**config.mk**
```make
export PLATFORM = sky130hd
export DESIGN_NAME = nib_track_writeback
export DESIGN_NICKNAME = d
export VERILOG_FILES = /design/src/rtl/nib_track_writeback.sv
export SDC_FILE = /design/constraint.sdc
export NUM_CORES = 1
export LEC_CHECK = 0
export ABC_AREA = 1
export ABC_CLOCK_PERIOD_IN_PS = 2510
export BUFFER_PORTS_ARGS = -buffer_cell sky130_fd_sc_hd__buf_2
export CORE_MARGIN = 5
export CORE_UTILIZATION = 40
export CTS_BUF_LIST = sky130_fd_sc_hd__clkbuf_16
export DETAILED_ROUTE_END_ITERATION = 7
export HOLD_SLACK_MARGIN = 0.03
export PLACE_DENSITY = 0.74
export SETUP_SLACK_MARGIN = 0.15
export SYNTH_ARGS = -nofsm -noshare
export SYNTH_HDL_FRONTEND = slang
export SYNTH_SLANG_ARGS = --single-unit
```
**constraint.sdc**
```tcl
create_clock -name clk_sys -period 2.51 [get_ports clk_sys]
set_input_delay 0.3765 -clock clk_sys [delete_from_list [all_inputs] [get_ports clk_sys]]
set_output_delay 0.3765 -clock clk_sys [all_outputs]
set_load 0.02 [all_outputs]
```
**src/rtl/nib_track_writeback.sv**
```systemverilog
// nib_track_writeback
//   Writes the cached NIB track (SECTORS x 512 bytes) back to the SD image
//   through the hps_io sd_wr / sd_buff_din path. It also tracks whether the
//   floppy controller has modified track RAM since the track was loaded.
//
//   Optional feature: define WB_AUTOFLUSH_EN to start a writeback on its own
//   after IDLE_CYC quiet cycles with the track dirty.
//
// Ports
//   clk_sys, reset_n           clock, async active-low reset
//   cur_track[5:0]             track held in track RAM
//   disk_we                    controller write strobe (marks dirty)
//   flush_req                  one-cycle writeback request
//   img_mounted                mount pulse (discards dirty, aborts writeback)
//   img_present, img_readonly  image status
//   busy, dirty, wb_done       status outputs
//   sd_lba[31:0], sd_wr        SD sector write request
//   sd_ack, sd_buff_addr[8:0]  hps_io sector handshake and byte index
//   sd_buff_din[7:0]           byte returned to hps_io
//   tram_addr[12:0], tram_dout track RAM read port (1-cycle latency)
//
// state | meaning
// ------+----------------------------------------------------------
// IDLE  | no writeback; flush requests evaluated here
// ARM   | sd_wr high, waiting for hps_io to start the sector (ack rise)
// XFER  | sector transfer in progress, waiting for ack fall
// ABORT | image remounted mid-writeback, waiting for ack to drop
module nib_track_writeback #(
  parameter int SECTORS  = 13,
  parameter int IDLE_CYC = 14318180
) (
  input  logic        clk_sys,
  input  logic        reset_n,
  input  logic [5:0]  cur_track,
  input  logic        disk_we,
  input  logic        flush_req,
  input  logic        img_mounted,
  input  logic        img_present,
  input  logic        img_readonly,
  output logic        busy,
  output logic        dirty,
  output logic        wb_done,
  output logic [31:0] sd_lba,
  output logic        sd_wr,
  input  logic        sd_ack,
  input  logic [8:0]  sd_buff_addr,
  output logic [7:0]  sd_buff_din,
  output logic [12:0] tram_addr,
  input  logic [7:0]  tram_dout
);

  typedef enum logic [1:0] {IDLE, ARM, XFER, ABORT} state_t;

  localparam logic [3:0] LAST_SEC = 4'(SECTORS - 1);

  state_t      state, state_nx;
  logic [3:0]  sec, sec_nx;
  logic [31:0] lba_nx;
  logic [31:0] lba_base;
  logic        wr_nx, busy_nx, done_nx, dirty_nx;
  logic        ack_s, ack_p;
  logic        ack_rise, ack_fall;
  logic        auto_flush;
  logic        flush_go;

  // sd_ack comes from another clock domain inside hps_io; edges are taken
  // on the registered copy.
  assign ack_rise = ack_s & ~ack_p;
  assign ack_fall = ~ack_s & ack_p;
  assign lba_base = 32'(SECTORS) * {26'd0, cur_track};
  assign flush_go = flush_req | auto_flush;

`ifdef WB_AUTOFLUSH_EN
  logic [23:0] idle_cnt;

  assign auto_flush = (state == IDLE) && dirty && (idle_cnt == 24'(IDLE_CYC - 1));

  always_ff @(posedge clk_sys or negedge reset_n) begin
    if (!reset_n)
      idle_cnt <= '0;
    else if (disk_we || auto_flush)
      idle_cnt <= '0;
    else if (state == IDLE && dirty)
      idle_cnt <= idle_cnt + 24'd1;
  end
`else
  logic unused_idle_cyc;
  assign unused_idle_cyc = (IDLE_CYC != 0);
  assign auto_flush      = 1'b0;
`endif

  always_comb begin
    state_nx = state;
    sec_nx   = sec;
    lba_nx   = sd_lba;
    wr_nx    = sd_wr;
    busy_nx  = busy;
    done_nx  = 1'b0;
    dirty_nx = dirty;
    if (img_mounted)
      dirty_nx = 1'b0;
    case (state)
      IDLE: begin
        if (flush_go) begin
          if (dirty && img_present && !img_readonly) begin
            // Every sector is captured from here on, so the track counts as
            // clean unless the controller writes again.
            state_nx = ARM;
            sec_nx   = 4'd0;
            lba_nx   = lba_base;
            wr_nx    = 1'b1;
            busy_nx  = 1'b1;
            dirty_nx = 1'b0;
          end else begin
            done_nx = 1'b1;
            // A write-protected image can never take the data: drop it.
            if (dirty && img_readonly)
              dirty_nx = 1'b0;
          end
        end
      end
      ARM: begin
        if (img_mounted) begin
          state_nx = ABORT;
          wr_nx    = 1'b0;
        end else if (ack_rise) begin
          state_nx = XFER;
          // Release sd_wr early on the last sector so hps_io stops after it.
          if (sec == LAST_SEC)
            wr_nx = 1'b0;
        end
      end
      XFER: begin
        if (img_mounted) begin
          state_nx = ABORT;
          wr_nx    = 1'b0;
        end else if (ack_fall) begin
          if (sd_wr) begin
            state_nx = ARM;
            sec_nx   = sec + 4'd1;
            lba_nx   = sd_lba + 32'd1;
          end else begin
            state_nx = IDLE;
            busy_nx  = 1'b0;
            done_nx  = 1'b1;
          end
        end
      end
      ABORT: begin
        wr_nx = 1'b0;
        if (!ack_s) begin
          state_nx = IDLE;
          busy_nx  = 1'b0;
          done_nx  = 1'b1;
        end
      end
      default: state_nx = IDLE;
    endcase
    if (disk_we)
      dirty_nx = 1'b1;
  end

  always_ff @(posedge clk_sys or negedge reset_n) begin
    if (!reset_n) begin
      state       <= IDLE;
      sec         <= 4'd0;
      sd_lba      <= 32'd0;
      sd_wr       <= 1'b0;
      busy        <= 1'b0;
      wb_done     <= 1'b0;
      dirty       <= 1'b0;
      ack_s       <= 1'b0;
      ack_p       <= 1'b0;
      tram_addr   <= 13'd0;
      sd_buff_din <= 8'd0;
    end else begin
      state       <= state_nx;
      sec         <= sec_nx;
      sd_lba      <= lba_nx;
      sd_wr       <= wr_nx;
      busy        <= busy_nx;
      wb_done     <= done_nx;
      dirty       <= dirty_nx;
      ack_s       <= sd_ack;
      ack_p       <= ack_s;
      tram_addr   <= {sec, sd_buff_addr};
      sd_buff_din <= tram_dout;
    end
  end

endmodule

```
==> metrics.yaml, run 1 <==
clocking:
  cts_buffers: 9
  ctsResizeCount: 0
  numClockSinks: 65
  post-cts-setup-buffer-count: 0
  htreeDepth: 3
  clockBufferDepth: 2
  cts_tree: "done"
  clk_pin_slew_worst_paths_ns: 0.05
  clock_latency_ns: 0.33
  root_buffer: "clkbuf_16"
  postCtsHoldBufs: 0
synthesis:
  ys_types: 27
  synth_edf_count: 0
  synthFlopType: "dfrtp_1"
  syn_nets: 574
  seq_area_frac_synth: 0.427
  synth_area_leaders: "dfrtp_1 43%, nand2_1 16%, nor2_1 7.9%, ha_1 6.2%, nand3_1 6.2%"
  synthArstFlopShare: 1.00
  ys_seq_elements: 65
  ys_warn_count: 0
  synth.most_common_cell: "nand2_1"
  synth_top_cells_by_count: "167 x nand2_1, 80 x nor2_1, 65 x dfrtp_1"
  synthCells: 521
  yosysTopAreaCellShare: 0.427
  syn_area_um2: 3810
  synth_top_cell_by_area: "dfrtp_1"
  synth.avg_cell_area_um2: 7.31
timing:
  slew_viol_final: 0
  setup_ws_ns: 0.355
  fin_crit_sh: 0.859
  grt_setup_unrepaired: "no"
  finalHoldViolations: 0
  relSlewSlack: 0.767
  fmax_ghz: 0.464
  finalSetupViolCount: 0
  fin_tns_setup_ns: 0
  worstMarginPinSlew_ns: 0.349
  period_minus_slack_ns: 2.16
  fin_skew_ns: 0.00700
place:
  dp_cells: 730
  pre_cts_ws_ns: 0.0139
  portBuffers: 87
  place_congestion: 0.904
  place_area_um2: 4380
  dp_hpwl_mm: 7.29
cells_and_area:
  regArea_um2: 1630
  multiInputGateArea_um2: 1890
  postLayoutCellArea_um2: 4660
  area_delta_synth_final_pct: 22.3
  n_fill_cell: 887
  fin_nets: 665
  fin_cells: 745
  layout-drive-gt1-share: 0.187
  num_antenna_cells: 0
  fin_util: 0.504
grt:
  grt_max_degree: 66
  grt_pass1_wl_mm: 16.1
  grtUsageTotal: 0.172
  grt_pass1_vias: 3508
  antenna_found_initial: 0
  grt.overflow.total: 0
routing:
  viasPerCell: 4.92
  drcViolationCount: 0
  antenna_left: 0
  vias: 3663
  wl_per_cell_um: 13.0
  drtIter0Drc: 187
  routed_wl_mm: 9.65
  drt-pass1-iter-count: 5
critical_path:
  crit_slowest_cell: "fa_1"
  startpoint: "cur_track[1]"
  cp.arrival_ns: 2.37
  criticalPathCategory: "in2reg"
  worstRegToRegCells: 9
  crit_path_start_kind: "input pin"
  r2r_slack_ns: 0.64
  max_stage_delay_ns: 0.52
  critPathBufInv: 1
  r2r_start: "sd_lba[0]"
  crit_path_max_fanout: 3
  crit_family: "adder cells"
  rr_endpoint: "sd_lba[24]"
  crit_path_cell_trace: "buf_2 > ha_1 > fa_1 > fa_1 > nand2_1 > nand2_1 > nand3_1 > nand3_1 > nand2_1 > nor2_1 > nor2_1 > nor2_1"
  critPathRequiredTime_ns: 2.73
  end_kind: "flop"
floorplan:
  io_pins: 88
  row_count: 35
  dieHeight_um: 108
  core_um2: 9240
  dieArea_um2: 11600
  start_util: 0.412
  die_width_um: 108
pwr:
  power_density_nw_per_um2: 914
  pwr-share-comb: 0.374
  switchingPower_uw: 1730
  seqPwrFrac: 0.351
  peakVddDrop_mv: 0.445
  swShare: 0.406
  p_clk_frac: 0.275
  p_leak_uw: 0.00241
  p_int_uw: 2530
outcome:
  status: "completed"
job:
  drv_cap: 0
worst_hold_path:
  hold_class: "in2async"
[area by class of cell]
type                            count  area share
Multi-Input combinational cell    388       0.406
Sequential cell                    65       0.349
Timing Repair Buffer               91       0.105
Clock inverter                      6      0.0110
Tap cell                          129      0.0346
Inverter                           57      0.0459
Clock buffer                        9      0.0483
[stage by stage]
stage | power, µW | hold WS [ns]
6_report | 4260 | 0.0658
5_1_grt | 4560 | 0.0818
4_1_cts | 4290 | 0.0748
3_5_place_dp | 3100 | 0.419
3_3_place_gp | 3060 | 0.412
2_1_floorplan | 2620 | 0.0809
[cell usage in the layout, fill, tap and decap left out, drive strengths merged]
cell type	instances
fa	3
dfrtp	65
inv	58
nor3	2
xor2	5
or2	1
ha	19
bufinv	1
nand2	169
nand4	14
nand3	47
clkbuf	9
clkinv	4
o21ai	16
a31oi	3
nor2	84
nand3b	1
xnor2	2
o21bai	1
o211ai	3
buf	91
a21oi	18
[power groups by stage]
| stage | clock (µW) | combinational, µW | sequential [µW] |
|---|---|---|---|
| 3_3_place_gp | 0 | 1550 | 1510 |
| 4_1_cts | 1200 | 1600 | 1500 |
| 3_5_place_dp | 0 | 1590 | 1510 |
| 5_1_grt | 1240 | 1780 | 1530 |
| 6_report | 1170 | 1590 | 1500 |
| 2_1_floorplan | 0 | 940 | 1680 |
[cell families after synthesis]
family          synth area share
simple gates               0.344
buf+inv                   0.0766
flops                      0.427
compound gates            0.0575
fa+ha+maj                 0.0782
xor+xnor                  0.0161
[state kept, by name, summed over array words and instances, names as in the netlist]
| signal | count |
|---|---|
| busy | 1 |
| state | 2 |
| ack_s | 1 |
| sd_lba | 32 |
| dirty | 1 |
| sd_wr | 1 |
| ack_p | 1 |
| sd_buff_din | 8 |
| wb_done | 1 |
| tram_addr | 13 |
| sec | 4 |
[worst max-delay path by stage]
stage / endpoint / cells past startpoint
floorplan: sd_lba[9] / 11
CTS: sd_lba[9] / 12
finish: sd_lba[9] / 12
global placement: sd_lba[9] / 12
global route: sd_lba[7] / 12
detailed placement: sd_lba[9] / 12
[metal layers]
| layer | GRT usage | part of all wire |
|---|---|---|
| met5 | 0 | 0 |
| met4 | 0.0469 | 0.014 |
| met3 | 0.0492 | 0.066 |
| met2 | 0.298 | 0.50 |
| met1 | 0.210 | 0.42 |
No activity file was read; power rests on OpenSTA's default activity.
==> run 2, diff against run 1 <==
--- a/config.mk
+++ b/config.mk
@@ -5,7 +5,6 @@
 export SDC_FILE = /design/constraint.sdc
 export NUM_CORES = 1
 export LEC_CHECK = 0
-export ABC_AREA = 1
 export ABC_CLOCK_PERIOD_IN_PS = 2510
 export BUFFER_PORTS_ARGS = -buffer_cell sky130_fd_sc_hd__buf_2
 export CORE_MARGIN = 5
@@ -13,7 +12,7 @@
 export CTS_BUF_LIST = sky130_fd_sc_hd__clkbuf_16
 export DETAILED_ROUTE_END_ITERATION = 7
 export HOLD_SLACK_MARGIN = 0.03
-export PLACE_DENSITY = 0.74
+export PLACE_DENSITY = 0.75
 export SETUP_SLACK_MARGIN = 0.15
 export SYNTH_ARGS = -nofsm -noshare
 export SYNTH_HDL_FRONTEND = slang
==> metrics.yaml, run 2 <==
synthesis:
  ys_warn_count: 0  # unchanged
  yosysTopAreaCellShare: 0.490  # +0.0624
  synthArstFlopShare: 1.00  # unchanged
  synth_top_cell_by_area: "dfrtp_1"
  syn_area_um2: 3320  # -13%
  synth_edf_count: 0  # unchanged
  ys_types: 49  # +81%
  synthFlopType: "dfrtp_1"
  syn_nets: 390  # -32%
  synth.avg_cell_area_um2: 9.86  # +35%
  muxShareOfSynthArea: 0.00979  # +0.00979
  seq_area_frac_synth: 0.490  # +0.0624
  synth_top_family_by_area: "simple AND/OR/NAND/NOR gates"
  synth_fa_ha_area_frac: 0.0896  # +0.0114
  synth-xor-area-share: 0.0369  # +0.0208
  synth_compound_area_frac: 0.163  # +0.105
  synth_top_cells_by_count: "65 x dfrtp_1, 31 x nand2_1, 29 x a21oi_1, 29 x nor2_1, 25 x o21ai_0"
  synthCells: 337  # -35%
  ys_seq_elements: 65  # unchanged
  synth_area_leaders: "dfrtp_1 49%, ha_1 7.2%, a21oi_1 4.4%, o21ai_0 3.8%, nand2_1 3.5%"
  synth-simple-area-share: 0.173  # -0.171
  synth.most_common_cell: "dfrtp_1"
timing:
  relSlewSlack: 0.554  # -0.213
  finalHoldViolations: 0  # unchanged
  worstMarginPinSlew_ns: 0.669  # +0.320 ns
  fin_skew_ns: 0.00386  # -0.00315 ns
  finalSetupViolCount: 0  # unchanged
  grt_setup_unrepaired: "yes"
  period_minus_slack_ns: 2.33  # +0.174 ns
  fin_tns_setup_ns: 0  # unchanged
  fmax_ghz: 0.429  # -7.5%
  slew_viol_final: 0  # unchanged
  fin_crit_sh: 0.928  # +0.0695
  hold_slack_ns: 0.0894  # +0.0236 ns
clocking:
  clk_pin_slew_worst_paths_ns: 0.05  # about the same
  clock_latency_ns: 0.32  # about the same
  numClockSinks: 65  # unchanged
  root_buffer: "clkbuf_16"
  clockBufferDepth: 2  # unchanged
  postCtsHoldBufs: 0  # unchanged
  cts_buffers: 9  # unchanged
  htreeDepth: 3  # unchanged
  cts_tree: "done"
place:
  dp_hpwl_mm: 6.16  # -16%
  place_area_um2: 3980  # -9.3%
  portBuffers: 87  # unchanged
  dp_cells: 527  # -28%
  place_congestion: 0.777  # -14%
grt:
  antenna_found_initial: 0  # unchanged
  grt_pass1_wl_mm: 14.1  # -13%
  grt_max_degree: 37  # -44%
  grt.overflow.total: 0  # unchanged
  grt_pass1_vias: 2935  # -16%
  grtUsageTotal: 0.171  # -0.00102
routing:
  drtIter0Drc: 115  # -39%
  viasPerCell: 5.34  # +8.7%
  drcViolationCount: 0  # unchanged
  antenna_left: 0  # unchanged
  wl_per_cell_um: 15.4  # +19%
  routed_wl_mm: 8.38  # -13%
  drt-pass1-iter-count: 6  # +1
  vias: 2918  # -20%
critical_path:
  end_kind: "flop"
  crit_path_start_kind: "input pin"
  cp.arrival_ns: 2.53  # +0.16 ns
  crit_path_max_fanout: 3  # unchanged
  criticalPathCategory: "in2reg"
  critPathRequiredTime_ns: 2.71  # -0.02 ns
worst_hold_path:
  hold_class: "in2async"
cells_and_area:
  top_register: "sd_lba"
  reg.largest.list: "sd_lba: 32 flops, tram_addr: 13 flops, sd_buff_din: 8 flops"
  postLayoutCellArea_um2: 4340  # -6.9%
  fin_nets: 490  # -26%
  num_antenna_cells: 0  # unchanged
  final_common_cell: "buf_2"
  layout-drive-gt1-share: 0.306  # +0.119
  fin_cells: 546  # -27%
  largest_register_ffs: 32  # unchanged
  area_delta_synth_final_pct: 30.5
  n_fill_cell: 737  # -17%
  layout_common_cells: "87 x buf_2, 62 x dfrtp_1, 31 x nand2_1"
pwr:
  p_total_uw: 4500  # +5.6%
  peakVddDrop_mv: 0.496  # +12%
  p_leak_uw: 0.00201  # -17%
  power_density_nw_per_um2: 1040  # +13%
floorplan:
  die_width_um: 101  # -6.0%
  io_pins: 88  # unchanged
  core_um2: 8130  # -12%
  start_util: 0.408  # -0.00365
  dieArea_um2: 10200  # -12%
  dieHeight_um: 101  # -6.0%
  row_count: 33  # -5.7%
job:
  drv_cap: 0  # unchanged
outcome:
  status: "completed"
-- run 2: where the power goes --
group | internal [µW] | switching (µW) | total, µW
Clock | 857 | 429 | 1290
Sequential | 1340 | 348 | 1690
Combinational | 595 | 926 | 1520
-- run 2: worst paths after layout --
| path | slack, ns | cells past startpoint | endpoint | startpoint |
|---|---|---|---|---|
| setup / recovery | 0.18 | 11 | sd_lba[9] | cur_track[2] |
| hold / removal | 0.09 | 1 | sd_lba[22] | reset_n |
| setup reg to reg | 0.27 | 5 | sd_lba[25] | sd_lba[12] |
| hold reg to reg | 0.44 | 0 | tram_addr[10] | sec[1] |
| max in group asynchronous | 1.78 | 2 | sd_lba[6] | reset_n |
| min in group clk_sys | 0.16 | 1 | ack_s | sd_ack |
-- run 2: area by class of cell --
type | instances | area (µm²) | area share
clock inverters | 6 | 83.8 | 0.0193
clock buffers | 9 | 225 | 0.0519
inverters | 17 | 63.8 | 0.0147
repair buffers | 103 | 568 | 0.131
flip-flops and latches | 65 | 1630 | 0.376
well taps | 105 | 131 | 0.0303
multi-input cells | 241 | 1630 | 0.377
-- run 2: logic make-up (layout without fill, tap and decap cells) --
kind of cell,after synthesis,in the layout
AOI/OAI and AO/OA,87,87
xor gates and xnor gates,14,14
muxes,2,2
and+or+nand+nor,116,116
adders and majority gates,22,22
buffers and inverters,31,135
DFF,65,65
-- run 2: what timing repair did --
action | CTS | global route
endpoints found under the setup margin | 0 | 14
setup buffers | 0 | 4
resized for setup | 0 | 10
-- run 2: critical path, cell delays in order --
cell and delay, ns:
buf_2 0.13, ha_1 0.30, inv_1 0.05, fa_1 0.49, inv_2 0.05, ha_4 0.24
a211oi_2 0.24, o21bai_1 0.09, a21oi_1 0.16, xnor2_1 0.09, a221o_1 0.31
-- run 2: stage by stage --
| step | utilization | setup slack [ns] |
|---|---|---|
| after floorplan | - | 0.106 |
| after global placement | 0.489 | -0.0920 |
| after detailed placement | 0.489 | -0.157 |
| after CTS | 0.527 | 0.194 |
| after global routing | 0.533 | 0.109 |
| final | 0.533 | 0.180 |
-- run 2: metal layers --
layer	share of wire	up-vias	track usage
li1	-	1403	-
met1	0.42	1414	0.217
met2	0.49	85	0.282
met3	0.062	16	0.0503
met4	0.024	0	0.0573
met5	0	-	0
==> run 3, diff against run 2 <==
--- a/config.mk
+++ b/config.mk
@@ -7,12 +7,14 @@
 export LEC_CHECK = 0
 export ABC_CLOCK_PERIOD_IN_PS = 2510
 export BUFFER_PORTS_ARGS = -buffer_cell sky130_fd_sc_hd__buf_2
+export CELL_PAD_IN_SITES_DETAIL_PLACEMENT = 1
+export CELL_PAD_IN_SITES_GLOBAL_PLACEMENT = 2
 export CORE_MARGIN = 5
-export CORE_UTILIZATION = 40
+export CORE_UTILIZATION = 34
 export CTS_BUF_LIST = sky130_fd_sc_hd__clkbuf_16
 export DETAILED_ROUTE_END_ITERATION = 7
 export HOLD_SLACK_MARGIN = 0.03
-export PLACE_DENSITY = 0.75
+export PLACE_DENSITY = 0.95
 export SETUP_SLACK_MARGIN = 0.15
 export SYNTH_ARGS = -nofsm -noshare
 export SYNTH_HDL_FRONTEND = slang
==> metrics.yaml, run 3 (synthesized netlist as in run 2, its figures left out) <==
cells_and_area:
  area_delta_synth_final_pct: 32.8
  fin_util: 0.458  # -0.0753
  regArea_um2: 1630  # -0.15%
  multiInputGateArea_um2: 1660  # +1.5%
  layout_common_cells: "85 x buf_2, 64 x dfrtp_1, 31 x nand2_1"
  final_common_cell: "buf_2"
  layout-drive-gt1-share: 0.308  # +0.00157
  num_antenna_cells: 0  # unchanged
  fin_cells: 575  # +5.3%
  reg.largest.list: "sd_lba: 32 flops, tram_addr: 13 flops, sd_buff_din: 8 flops"
  fin_nets: 490  # unchanged
  n_fill_cell: 1136  # +54%
  largest_register_ffs: 32  # unchanged
  top_register: "sd_lba"
grt:
  grtUsageTotal: 0.172  # +0.000276
  grt_pass1_wl_mm: 15.9  # +13%
  antenna_found_initial: 0  # unchanged
  grt_pass1_vias: 3146  # +7.2%
  grt_max_degree: 36  # -2.7%
  grt.overflow.total: 0  # unchanged
timing:
  slew_viol_final: 0  # unchanged
  fmax_ghz: 0.433  # +0.89%
  finalSetupViolCount: 0  # unchanged
  fin_crit_sh: 0.920  # -0.00817
  finalHoldViolations: 0  # unchanged
  period_minus_slack_ns: 2.31  # -0.0205 ns
  relSlewSlack: 0.447  # -0.107
  hold_slack_ns: 0.144  # +0.0544 ns
  setup_ws_ns: 0.201  # +0.0205 ns
  grt_setup_unrepaired: "yes"
  fin_skew_ns: 0.00462  # +0.000765 ns
  worstMarginPinSlew_ns: 0.829  # +0.160 ns
clocking:
  root_buffer: "clkbuf_16"
  cts_buffers: 9  # unchanged
  clockBufferDepth: 2  # unchanged
  post-cts-setup-buffer-count: 0  # unchanged
  clk_pin_slew_worst_paths_ns: 0.06  # about the same
  postCtsHoldBufs: 0  # unchanged
  htreeDepth: 3  # unchanged
  numClockSinks: 65  # unchanged
  cts_tree: "done"
  clock_latency_ns: 0.33  # about the same
place:
  dp_hpwl_mm: 7.10  # +15%
  portBuffers: 87  # unchanged
  place_congestion: 0.806  # +3.7%
  pre_cts_ws_ns: -0.180  # -0.0224 ns
  dp_cells: 559  # +6.1%
critical_path:
  critPathRequiredTime_ns: 2.72  # about the same
  critPathBufInv: 1  # -2
  crit_path_max_fanout: 3  # unchanged
  max_stage_delay_ns: 0.53  # +0.04 ns
  crit_slowest_cell: "fa_1"
  startpoint: "cur_track[1]"
  r2r_start: "ack_s"
  crit_family: "adder cells"
  crit_path_start_kind: "input pin"
  cp.arrival_ns: 2.52  # about the same
  crit_path_cell_trace: "buf_8 > ha_4 > fa_1 > fa_2 > a211oi_4 > o21bai_1 > a21oi_1 > xnor2_1 > a221o_1"
  criticalPathCategory: "in2reg"
  end_kind: "flop"
floorplan:
  core_um2: 9640  # +19%
  dieHeight_um: 109  # +7.6%
  start_util: 0.345  # -0.0638
  dieArea_um2: 11800  # +16%
  die_width_um: 109  # +7.6%
  row_count: 36  # +9.1%
  io_pins: 88  # unchanged
pwr:
  switchingPower_uw: 1820  # +6.8%
  pwr-share-comb: 0.344  # +0.006
  seqPwrFrac: 0.370  # -0.006
  p_int_uw: 2740  # -2.1%
  p_leak_uw: 0.00203  # +0.97%
  peakVddDrop_mv: 0.470  # -5.3%
  p_clk_frac: 0.285  # about the same
  p_total_uw: 4550  # +1.3%
  power_density_nw_per_um2: 1030  # -0.48%
  swShare: 0.399  # +0.0208
outcome:
  status: "completed"
routing:
  drcViolationCount: 0  # unchanged
  drtIter0Drc: 92  # -20%
  routed_wl_mm: 9.51  # +13%
  antenna_left: 0  # unchanged
  vias: 2958  # +1.4%
  viasPerCell: 5.14  # -3.7%
  wl_per_cell_um: 16.5  # +7.8%
  drt-pass1-iter-count: 4  # -2
worst_hold_path:
  hold_class: "in2async"
job:
  drv_cap: 0  # unchanged
run 3: cell types whose count changed in the layout (fill, tap and decap cells not counted), sizes merged:
cell	before	now
clkinvlp	2	1
inv	17	20
bufinv	2	1
run 3: final timing paths:
| path | end | slack, ns | depth (start not counted) |
|---|---|---|---|
| setup / recovery | sd_lba[9] | 0.20 | 9 |
| hold / removal | sd_lba[21] | 0.14 | 1 |
| setup reg to reg | sd_lba[25] | 0.26 | 5 |
| hold reg to reg | tram_addr[10] | 0.45 | 0 |
| max in group asynchronous | sd_lba[11] | 1.70 | 2 |
| min in group clk_sys | sd_buff_din[5] | 0.15 | 1 |
run 3: power groups by stage:
stage	Combinational, µW	Sequential, µW	Clock [µW]
2_1_floorplan	697	1920	0
3_3_place_gp	1500	1680	0
3_5_place_dp	1550	1700	0
4_1_cts	1570	1690	1330
5_1_grt	1740	1740	1380
6_report	1570	1690	1300
run 3: what timing repair did:
item | CTS | global route
gates cloned | 0 | 0
gates resized for setup | 2 | 11
pin swaps | 0 | 2
setup endpoints to repair | 2 | 10
run 3: area by class of cell:
type / count / share of cell area
clock buffer: 9 / 0.0510
multi-input combinational: 241 / 0.376
tap: 133 / 0.0377
timing repair buffer: 103 / 0.132
inverter: 17 / 0.0145
sequential: 65 / 0.369
clock inverter: 7 / 0.0196
run 3: routing by layer:
layer  part of all wire  track usage  vias up  wire length (µm)
met5                  0            0        -                 0
met4             0.0078       0.0325        0                74
met3              0.050       0.0426        5               472
met2               0.53        0.304       62              5040
met1               0.41        0.213     1489              3920
li1                   -            -     1402                 -
run 3: metrics by stage:
stage                     area [µm²]  setup TNS [ns]
after floorplan                 3370               0
after global placement          4040          -0.141
after detailed placement        4040          -0.435
after CTS                       4360               0
after global routing            4410               0
final                           4410               0
